`src/rtl/lbp_engine_param.sv`:
```
// -----------------------------------------------------------------------------
// lbp_engine_param
// Local Binary Pattern engine for a 2^COL_BITS x 2^ROW_BITS gray image.
// A 3x3 window is loaded with 9 reads at the first interior pixel of a row.
// For each later interior pixel it slides left and only the new right column
// (3 reads) is fetched. One code per pixel is emitted in raster order through
// a valid/ready handshake. Border pixels emit 0 without reading memory.
//
// Optional build macro: LBP_UNIFORM_MAP_EN
//   defined   -> lbp_data_o is the rotation-invariant uniform (riu2) label
//   undefined -> lbp_data_o is the raw 8-bit code
//
// Ports
//   clk_i          rising-edge clock
//   reset_i        synchronous, active-high reset
//   gray_ready_i   image available (sampled only in IDLE)
//   gray_req_o     read strobe for gray_addr_o
//   gray_addr_o    {row,col} read address
//   gray_data_i    read data, valid one cycle after a gray_req_o cycle
//   thr_i          neighbour threshold offset, latched at image start
//   lbp_ready_i    sink accepts the current output
//   lbp_valid_o    lbp_addr_o / lbp_data_o valid
//   lbp_addr_o     {row,col} of the current output pixel
//   lbp_data_o     LBP code (raw or riu2)
//   finish_o       whole image written; sticky until reset
// -----------------------------------------------------------------------------
module lbp_engine_param #(
  parameter int COL_BITS = 7,
  parameter int ROW_BITS = 7,
  parameter int PIX_W    = 8
) (
  input  logic                         clk_i,
  input  logic                         reset_i,
  input  logic                         gray_ready_i,
  output logic                         gray_req_o,
  output logic [ROW_BITS+COL_BITS-1:0] gray_addr_o,
  input  logic [PIX_W-1:0]             gray_data_i,
  input  logic [PIX_W-1:0]             thr_i,
  input  logic                         lbp_ready_i,
  output logic                         lbp_valid_o,
  output logic [ROW_BITS+COL_BITS-1:0] lbp_addr_o,
  output logic [7:0]                   lbp_data_o,
  output logic                         finish_o
);

  localparam int AW = ROW_BITS + COL_BITS;

  localparam logic [2:0] S_IDLE   = 3'd0;
  localparam logic [2:0] S_FILL   = 3'd1;
  localparam logic [2:0] S_SHIFT  = 3'd2;
  localparam logic [2:0] S_DRAIN  = 3'd3;
  localparam logic [2:0] S_EMIT   = 3'd4;
  localparam logic [2:0] S_FINISH = 3'd5;

  localparam logic [ROW_BITS-1:0] ROW_ZERO = {ROW_BITS{1'b0}};
  localparam logic [ROW_BITS-1:0] ROW_ONE  = {{(ROW_BITS-1){1'b0}}, 1'b1};
  localparam logic [ROW_BITS-1:0] ROW_MAX  = {ROW_BITS{1'b1}};
  localparam logic [COL_BITS-1:0] COL_ZERO = {COL_BITS{1'b0}};
  localparam logic [COL_BITS-1:0] COL_ONE  = {{(COL_BITS-1){1'b0}}, 1'b1};
  localparam logic [COL_BITS-1:0] COL_MAX  = {COL_BITS{1'b1}};

  // Window slots: 0 = centre, slot k+1 = neighbour feeding code bit k.
  // Grid layout:  1 2 3 / 4 0 5 / 6 7 8  (TL T TR / L C R / BL B BR)
  function automatic logic [AW-1:0] rd_addr(input logic [ROW_BITS-1:0] r,
                                            input logic [COL_BITS-1:0] c,
                                            input logic [3:0] slot);
    logic [ROW_BITS-1:0] ra;
    logic [COL_BITS-1:0] ca;
    case (slot)
      4'd1, 4'd2, 4'd3: ra = r - ROW_ONE;
      4'd6, 4'd7, 4'd8: ra = r + ROW_ONE;
      default:          ra = r;
    endcase
    case (slot)
      4'd1, 4'd4, 4'd6: ca = c - COL_ONE;
      4'd3, 4'd5, 4'd8: ca = c + COL_ONE;
      default:          ca = c;
    endcase
    return {ra, ca};
  endfunction

  // Slots of the right column fetched after a shift: TR, R, BR.
  function automatic logic [3:0] shift_slot(input logic [3:0] idx);
    case (idx)
      4'd0:    return 4'd3;
      4'd1:    return 4'd5;
      default: return 4'd8;
    endcase
  endfunction

  function automatic logic is_border(input logic [ROW_BITS-1:0] r,
                                     input logic [COL_BITS-1:0] c);
    return (r == ROW_ZERO) || (r == ROW_MAX) || (c == COL_ZERO) || (c == COL_MAX);
  endfunction

  // Threshold sum is one bit wider so centre+thr never wraps.
  function automatic logic [7:0] lbp_code(input logic [8:0][PIX_W-1:0] w,
                                          input logic [PIX_W-1:0] t);
    logic [PIX_W:0] ref_v;
    logic [7:0]     code;
    ref_v = {1'b0, w[0]} + {1'b0, t};
    for (int k = 0; k < 8; k++) begin
      code[k] = ({1'b0, w[k+1]} >= ref_v);
    end
    return code;
  endfunction

  // Uniform rotation-invariant label over the circular neighbour order
  // TL,T,TR,R,BR,B,BL,L.
  function automatic logic [7:0] riu2(input logic [7:0] c);
    logic [7:0] s;
    logic [7:0] diff;
    logic [3:0] u;
    logic [3:0] ones;
    s    = {c[3], c[5], c[6], c[7], c[4], c[2], c[1], c[0]};
    diff = s ^ {s[0], s[7:1]};
    u    = 4'd0;
    ones = 4'd0;
    for (int i = 0; i < 8; i++) begin
      u    = u + {3'b000, diff[i]};
      ones = ones + {3'b000, c[i]};
    end
    if (u <= 4'd2) begin
      return {4'd0, ones};
    end else begin
      return 8'd9;
    end
  endfunction

  function automatic logic [7:0] lbp_map(input logic [7:0] c);
`ifdef LBP_UNIFORM_MAP_EN
    return riu2(c);
`else
    return c;
`endif
  endfunction

  logic [2:0]               state_q, state_d;
  logic [ROW_BITS-1:0]      row_q, row_d;
  logic [COL_BITS-1:0]      col_q, col_d;
  logic [3:0]               idx_q, idx_d;
  logic [PIX_W-1:0]         thr_q, thr_d;
  logic [8:0][PIX_W-1:0]    win_q, win_d;
  logic                     cap_vld_q, cap_vld_d;
  logic [3:0]               cap_slot_q, cap_slot_d;
  logic                     gray_req_q, gray_req_d;
  logic [AW-1:0]            gray_addr_q, gray_addr_d;
  logic                     lbp_valid_q, lbp_valid_d;
  logic [7:0]               lbp_data_q, lbp_data_d;
  logic                     finish_q, finish_d;
  logic                     enter_s;

  // Next-state logic: sequencing of reads, window updates and output handshake.
  always_comb begin
    state_d     = state_q;
    row_d       = row_q;
    col_d       = col_q;
    idx_d       = idx_q;
    thr_d       = thr_q;
    win_d       = win_q;
    cap_vld_d   = 1'b0;
    cap_slot_d  = cap_slot_q;
    gray_req_d  = 1'b0;
    gray_addr_d = gray_addr_q;
    lbp_valid_d = lbp_valid_q;
    lbp_data_d  = lbp_data_q;
    finish_d    = finish_q;
    enter_s     = 1'b0;

    // Read data issued last cycle lands in its window slot now.
    if (cap_vld_q) begin
      win_d[cap_slot_q] = gray_data_i;
    end else begin
      win_d = win_q;
    end

    case (state_q)
      S_IDLE: begin
        if (gray_ready_i) begin
          thr_d   = thr_i;
          row_d   = ROW_ZERO;
          col_d   = COL_ZERO;
          enter_s = 1'b1;
        end else begin
          state_d = S_IDLE;
        end
      end
      S_FILL: begin
        cap_vld_d  = 1'b1;
        cap_slot_d = idx_q;
        if (idx_q == 4'd8) begin
          state_d = S_DRAIN;
        end else begin
          idx_d       = idx_q + 4'd1;
          gray_req_d  = 1'b1;
          gray_addr_d = rd_addr(row_q, col_q, idx_q + 4'd1);
        end
      end
      S_SHIFT: begin
        cap_vld_d  = 1'b1;
        cap_slot_d = shift_slot(idx_q);
        if (idx_q == 4'd2) begin
          state_d = S_DRAIN;
        end else begin
          idx_d       = idx_q + 4'd1;
          gray_req_d  = 1'b1;
          gray_addr_d = rd_addr(row_q, col_q, shift_slot(idx_q + 4'd1));
        end
      end
      S_DRAIN: begin
        // Last (BR) sample is arriving; code uses the updated window.
        state_d     = S_EMIT;
        lbp_valid_d = 1'b1;
        lbp_data_d  = lbp_map(lbp_code(win_d, thr_q));
      end
      S_EMIT: begin
        if (lbp_ready_i) begin
          lbp_valid_d = 1'b0;
          if ((row_q == ROW_MAX) && (col_q == COL_MAX)) begin
            state_d  = S_FINISH;
            finish_d = 1'b1;
            row_d    = ROW_ZERO;
            col_d    = COL_ZERO;
          end else begin
            col_d   = col_q + COL_ONE;
            row_d   = (col_q == COL_MAX) ? (row_q + ROW_ONE) : row_q;
            enter_s = 1'b1;
          end
        end else begin
          state_d = S_EMIT;
        end
      end
      S_FINISH: begin
        finish_d = 1'b1;
      end
      default: begin
        state_d = S_IDLE;
      end
    endcase

    // Start work on the pixel at (row_d, col_d).
    if (enter_s) begin
      idx_d = 4'd0;
      if (is_border(row_d, col_d)) begin
        state_d     = S_EMIT;
        lbp_valid_d = 1'b1;
        lbp_data_d  = 8'd0;
      end else if (col_d == COL_ONE) begin
        state_d     = S_FILL;
        gray_req_d  = 1'b1;
        gray_addr_d = rd_addr(row_d, col_d, 4'd0);
      end else begin
        state_d     = S_SHIFT;
        gray_req_d  = 1'b1;
        gray_addr_d = rd_addr(row_d, col_d, 4'd3);
        // Slide left: column 1 -> 0, column 2 -> 1.
        win_d[1] = win_q[2];
        win_d[2] = win_q[3];
        win_d[4] = win_q[0];
        win_d[0] = win_q[5];
        win_d[6] = win_q[7];
        win_d[7] = win_q[8];
      end
    end else begin
      idx_d = idx_d;
    end
  end

  // State and output registers with synchronous reset.
  always_ff @(posedge clk_i) begin
    if (reset_i) begin
      state_q     <= S_IDLE;
      row_q       <= ROW_ZERO;
      col_q       <= COL_ZERO;
      idx_q       <= 4'd0;
      thr_q       <= {PIX_W{1'b0}};
      win_q       <= {(9*PIX_W){1'b0}};
      cap_vld_q   <= 1'b0;
      cap_slot_q  <= 4'd0;
      gray_req_q  <= 1'b0;
      gray_addr_q <= {AW{1'b0}};
      lbp_valid_q <= 1'b0;
      lbp_data_q  <= 8'd0;
      finish_q    <= 1'b0;
    end else begin
      state_q     <= state_d;
      row_q       <= row_d;
      col_q       <= col_d;
      idx_q       <= idx_d;
      thr_q       <= thr_d;
      win_q       <= win_d;
      cap_vld_q   <= cap_vld_d;
      cap_slot_q  <= cap_slot_d;
      gray_req_q  <= gray_req_d;
      gray_addr_q <= gray_addr_d;
      lbp_valid_q <= lbp_valid_d;
      lbp_data_q  <= lbp_data_d;
      finish_q    <= finish_d;
    end
  end

  assign gray_req_o  = gray_req_q;
  assign gray_addr_o = gray_addr_q;
  assign lbp_valid_o = lbp_valid_q;
  assign lbp_addr_o  = {row_q, col_q};
  assign lbp_data_o  = lbp_data_q;
  assign finish_o    = finish_q;

endmodule
```
`config.mk`:
```
export PLATFORM = sky130hd
export DESIGN_NAME = lbp_engine_param
export DESIGN_NICKNAME = d
export VERILOG_FILES = /design/src/rtl/lbp_engine_param.sv
export SDC_FILE = /design/constraint.sdc
export NUM_CORES = 1
export LEC_CHECK = 0
export BUFFER_PORTS_ARGS = -buffer_cell sky130_fd_sc_hd__buf_2
export CAP_MARGIN = 10
export CELL_PAD_IN_SITES_DETAIL_PLACEMENT = 1
export CELL_PAD_IN_SITES_GLOBAL_PLACEMENT = 1
export CORE_MARGIN = 2
export CORE_UTILIZATION = 43
export CTS_BUF_LIST = sky130_fd_sc_hd__clkbuf_16
export CTS_CLUSTER_SIZE = 25
export DETAILED_ROUTE_END_ITERATION = 6
export PLACE_DENSITY_LB_ADDON = 0.1
export SLEW_MARGIN = 20
export SYNTH_ARGS = -nofsm -noshare
export SYNTH_HDL_FRONTEND = slang
export SYNTH_SLANG_ARGS = --single-unit
```
`constraint.sdc`:
```
create_clock -name clk_i -period 4 [get_ports clk_i]
set_input_delay 0.4 -clock clk_i [delete_from_list [all_inputs] [get_ports clk_i]]
set_output_delay 0.4 -clock clk_i [all_outputs]
set_load 0.005 [all_outputs]
```
# After elaboration in Yosys (flattened, before gate mapping)
# Cells that the tools add are included.
# word_totals
inputBits	20
regBits	131
word_cells	172
out_inout_bits	39
# classes
n_eq_ne	38
n_mux	69
order_cmp	10
n_reduce_logical	26
add_sub_neg	8
# ops
operator	count
case mux 7 bit (2 select lines)	6
bitwise mux 72 bit	1
>= comparator 8 x 9 -> 1 bit	8
two-way mux 24 bit	3
two-way mux 72 bit	1
two-way mux 14 bit	5
two-way mux 8 bit	7
two-way mux 7 bit	7
two-way mux 16 bit	3
demux 8 bit (select 4 bit)	1
== test 4 x 3 -> 1 bit (second input constant)	8
case mux 4 bit (2 select lines)	4
== test 7 bit (second input constant)	4
case mux 14 bit (2 select lines)	1
OR reduction 3 bit	8
adder 7 x 1 -> 7 bit (second input constant)	3
two-way mux 3 bit	7
subtractor 7 x 1 -> 7 bit (second input constant)	3
== test 4 x 2 -> 1 bit (second input constant)	5
case mux 3 bit (6 select lines)	1
two-way mux 4 bit	4
zero test 7 bit	2
two-way mux 1 bit	13
== test 4 x 1 -> 1 bit (second input constant)	3
23 further kinds	43

# Longest topological paths before layout
# depth
word_depth	12
depth_mapped	16
depth_no_buf	15

# Least setup slack after synthesis
# OpenSTA, ideal clock, no wires.
# synth_path
path_kind	register -> register
startpoint	reg cap_slot_q[2]
endpoint	reg lbp_data_q[2], in the netlist lbp_data_o[2]
t_required_ns	3.862
arrival_ns	3.748
slack_ns	0.114
path_stages_with_launch	16
n_path_buf	0
synth_period_minus_slack_ns	3.886
setup_ns	0.138
cell_sequence	dfxtp_1 nor3b_1 nand2_1 mux2_2 ha_1 fa_1 nand3_1 nand2_1 xnor2_1 ha_1 a21oi_1 o21ai_0 maj3_1 maj3_1 nand3_1 a21oi_1
# synth_via
elab_chain_cells	11
elab_cells_between_ends	12
classes_between	1 x add/sub; 3 x order compare; 7 x mux; 1 x reduce/logical
# synth_lines
item	line	source
start, declared	145	logic [3:0] cap_slot_q, cap_slot_d;
start signal, assigned	293	cap_slot_q <= cap_slot_d;
< comparator 4 x 5 -> 1 bit (implied by the code) or >= comparator 4 x 1 -> 1 bit (tied branches)	172	win_d[cap_slot_q] = gray_data_i;
logical AND 1 bit (implied by the code)	172	
two-way mux 8 bit (implied by the code)	172	
demux 8 bit (select 4 bit) (*)	172	
bitwise mux 72 bit (*)	172	
two-way mux 72 bit (*)	171	if (cap_vld_q) begin
adder 8 x 8 -> 9 bit	101	ref_v = {1'b0, w[0]} + {1'b0, t};
>= comparator 8 x 9 -> 1 bit (*)	103	code[k] = ({1'b0, w[k+1]} >= ref_v);
two-way mux 8 bit (*)	177	case (state_q)
two-way mux 8 bit	244	if (is_border(row_d, col_d)) begin
two-way mux 8 bit (*)	242	if (enter_s) begin
end signal, assigned	297	lbp_data_q <= lbp_data_d;
end, declared	149	logic [7:0] lbp_data_q, lbp_data_d;
# Mark *: on every way between the ends. The rest lies on a longest branch, timed or not.
# A chain may end at the register's enable or synchronous reset.

# Worst setup path in the final report
# layout_path
startpoint	reg state_q[2]
endpoint	reg lbp_data_q[4], in the netlist lbp_data_o[4]
# layout_via
elab_cells_between_ends	16
classes_between	4 x eq/ne; 6 x mux; 6 x reduce/logical
# layout_rtl
item	line	source
start, declared	138	logic [2:0] state_q, state_d;
start signal, assigned	286	state_q <= state_d;
== test 3 bit or zero test 3 bit (tied branches)	177	
case mux 7 bit (2 select lines) (*)	177	
named net col_d[0]	140	logic [COL_BITS-1:0] col_q, col_d;
zero test 7 bit	93	return (r == ROW_ZERO) || (r == ROW_MAX) || (c == COL_ZERO) || (c == COL_MAX);
logical OR 1 bit	93	
logical OR 1 bit (*)	93	
two-way mux 8 bit (*)	244	
two-way mux 8 bit (*)	242	
# The timed path passes the listed nets; every way through them passes the cells marked *.

==> run summary <==
Pin count of the biggest net entering global routing -> 63
Biggest fanout along the worst timing path -> 10
Mean Syn Cell Area -> 8.31 sq um
Via count -> 9,046
Routed metal-1 wire length -> 16,000 um
Cell at the root of the clock tree -> clkbuf_16
Setup Crit Path Kind -> flop to flop
Iter 0 DRT Violations -> 574
Top routing layer in use -> met5
Internal power of the cells -> 2290 uW
Sequential element share of the synthesized area -> 0.280
Worst reg2reg startpoint -> state_q[2]
GRT Util Overall -> 0.283
Flip-flop and latch count after synthesis -> 131
Total wirelength of the detailed-routed design -> 31,800 um
Level count of the clock H-tree -> 4
Global-route wire length before repair -> 50,300 um
Hold-fix buffer count after cts -> 0
Count of buffering cells on the critical path with inverters included -> 1
Met2 Wirelength -> 13,600 um
Post-detailed-route count of antenna-violating nets -> 0
Total number of nets in the final design -> 1,302
Drt wl/cell -> 21.3 um
Worst Setup End Kind -> flop
Arrival time worst endpoint -> 4.05 ns
Number of max-cap violations -> 0
Cell area after synthesis -> 9380 sq um
Total I/O pin count -> 59
Antenna cell count -> 0
Maximum clock frequency -> 264 MHz
Flip-flop cell with the highest count after synthesis -> dfxtp_1
Clock tree from TritonCTS -> built
Worst setup SP type -> flop
Slew at the pin closest to its max-slew limit -> 1.08 ns
Critical Path RT -> 4.26 ns
Clock latency at the later pin of the worst-skew pair -> 0.43 ns
Number of warnings reported in the yosys synthesis log -> 0
Switching power summed over all nets -> 894 uW
Fillers -> 2,599
Number of flops mapped to enable cells by yosys -> 0
Clk pwr share -> 0.491
Crit-path leading delay family -> simple AND/OR/NAND/NOR gates
Part of the power in registers -> 0.415
Share of synthesized registers carrying an async set or reset -> 0
Portion of synthesized cell area occupied by the leading cell type -> 0.280
Clock period minus worst slack -> 3.79 ns
P_leak -> 0.00477 uW
Startpoint of the lowest-slack hold path -> thr_i[1]
Status -> complete, no violations
Worst-case vdd ir drop -> 271 uV
Critical path launch point -> state_q[2]
Final hold vios -> 0
# placed instances -> 1,463
Final Setup Violations -> 0
Netlist cell types -> 80
Height of the die -> 152 um
Ratio of final minimum period to clock period -> 0.948
Slew margin rel. -> 0.274
Global placer's final weighted congestion -> 0.902
Pwr dens -> 294 nW/um^2
Layout area overhead -> 15.7%
Worst hold slack across all endpoints -> 0.213 ns
Number of remaining DRC errors -> 0
Floorplan core area -> 21,600 sq um
Stage delay of the slowest cell on the critical path -> 0.70 ns
Clock-pin slew reported for the worst setup and hold paths after clock tree synthesis -> 0.06 ns
Switching share of power -> 0.281
Number of buffers created by CTS -> 17
Effective utilization at floorplan -> 0.434
Buffers inserted by post-CTS timing repair -> 0
Pins over their slew limit -> 0
Largest clock skew in the final design -> 0.0125 ns
Die Width -> 152 um
Antenna violations before repair -> 1
CTS sink count -> 131
Main area contributors after synthesis -> dfxtp_1 28%, ha_1 11%, mux2_2 7.3%
Routed via count divided by cell count -> 6.05
Number of rows in the core area -> 54
Ratio of cells with drive above 1 in the final layout -> 0.202
Gate count after technology mapping -> 1,128
Buffer levels on the longest clock path -> 2
Combinational share of power -> 0.094
Grt ovf -> 0
Critical-path cell list -> mux2_2, nand2_2, a22o_1, ha_1, nand3_1, nor4_1, nor4_4, buf_4, o21ai_1, a221oi_1
Cell with the largest stage delay on the worst path -> nor4_1
Wire length on met3 -> 1670 um
Floorplan die area -> 23,000 sq um
Setup repair after global routing missed its margin -> no
Non-filler cells in the finished layout -> 1,495
Path type of the worst min-delay path -> primary input to flop
Net count after synthesis -> 1,228
Quantity of I/O buffers inserted on ports -> 58
TritonRoute pass-1 iters -> 5
Post-synth top area cell -> dfxtp_1
Via count of the first global-routing pass -> 8,916
Hpwl dp -> 23,500 um
## cells by family after synthesis
logic type | Yosys count | share of synthesized area
and+or+nand+nor | 382 | 0.200
AOI/OAI and AO/OA | 280 | 0.199
DFF | 131 | 0.280
muxes | 123 | 0.140
buffers and inverters | 102 | 0.0454
adders and majority gates | 83 | 0.111
xor gates and xnor gates | 27 | 0.0252
## timing repair
item / CTS / global route
resized for setup: 1 / 2
pin swaps: 0 / 0
setup endpoints to repair: 1 / 3
## Yosys cell counts (11+ instances only)
cell and number:
nor3_1 33, clkbuf_1 53, mux2i_1 61, a211oi_1 18, a22oi_1 11, buf_2 14, ha_1 79, nand2_1 150
and2_1 26, a21o_1 17, xnor2_1 21, inv_1 25, and3_1 13, mux2_2 61, nand3_1 33, a31oi_1 13
dfxtp_1 131, a21oi_1 80, o21ai_0 41, nor2_1 57, nand2b_1 15
## layer usage
metal  up-vias  GRT usage
li1       4276          -
met1      4489      0.429
met2       238      0.418
met3        41     0.0386
met4         2     0.0741
met5         -          0
## layout make-up
cell class | count | area (sq um) | area share
clock inverter | 15 | 148 | 0.0136
inverter | 26 | 97.6 | 0.00900
timing repair buffer | 131 | 851 | 0.0784
tap | 280 | 350 | 0.0323
sequential | 131 | 2620 | 0.242
clock buffer | 17 | 425 | 0.0392
multi-input combinational | 895 | 6350 | 0.586
## power groups by stage
stage,Combinational (uW),Clock (uW),Sequential (uW)
CTS,296,1590,1320
finish,300,1560,1320
floorplan,184,0,1350
global placement,288,0,1350
detailed placement,293,0,1350
global route,331,1640,1320
## layout by cell type, fill, tap and decap left out, drive strengths merged, types with 11 or more instances in the layout
| master | netlist | final |
|---|---|---|
| mux2 | 62 | 62 |
| nand2b | 15 | 15 |
| a31oi | 13 | 13 |
| a21oi | 80 | 80 |
| dfxtp | 131 | 131 |
| and2 | 26 | 26 |
| o21ai | 45 | 45 |
| xnor2 | 21 | 21 |
| and3 | 13 | 13 |
| nor2 | 57 | 57 |
| mux2i | 61 | 61 |
| nand3 | 35 | 35 |
| clkbuf | 55 | 17 |
| nand2 | 152 | 152 |
| inv | 26 | 35 |
| nor3 | 35 | 35 |
| a211oi | 18 | 18 |
| a22oi | 11 | 11 |
| a21o | 17 | 17 |
| ha | 79 | 79 |
| buf | 21 | 131 |
## sequential cells by signal, indices dropped and copies added (netlist names)
signal	count
cap_slot_q	4
lbp_valid_o	1
finish_o	1
idx_q	4
win_q	72
thr_q	8
gray_addr_o	14
lbp_data_o	8
row_q	7
cap_vld_q	1
gray_req_o	1
col_q	7
state_q	3
## tightest hold or removal path: stages
cell and delay (ns):
buf_2 0.09, nand2_1 0.05, a21oi_1 0.05
## per-stage QoR
step	TNS (ns)	cell area [sq um]	total power, uW	utilization	worst slack (ns)
2_1_floorplan	0	9380	1530	-	0.114
3_3_place_gp	0	10200	1640	0.474	0.0327
3_5_place_dp	-0.0231	10200	1640	0.474	-0.0231
4_1_cts	0	10800	3210	0.501	0.207
5_1_grt	0	10800	3290	0.502	0.00314
6_report	0	10800	3180	0.502	0.209
## final timing paths
path / end / slack (ns) / cells after the start
worst min register to register: win_q[62] / 0.45 / 2
worst max register to register: lbp_data_o[4] / 0.21 / 10
worst min-delay path: thr_q[1] / 0.21 / 3
worst max-delay path: lbp_data_o[4] / 0.21 / 10
Power figures use the tool's default switching activity.
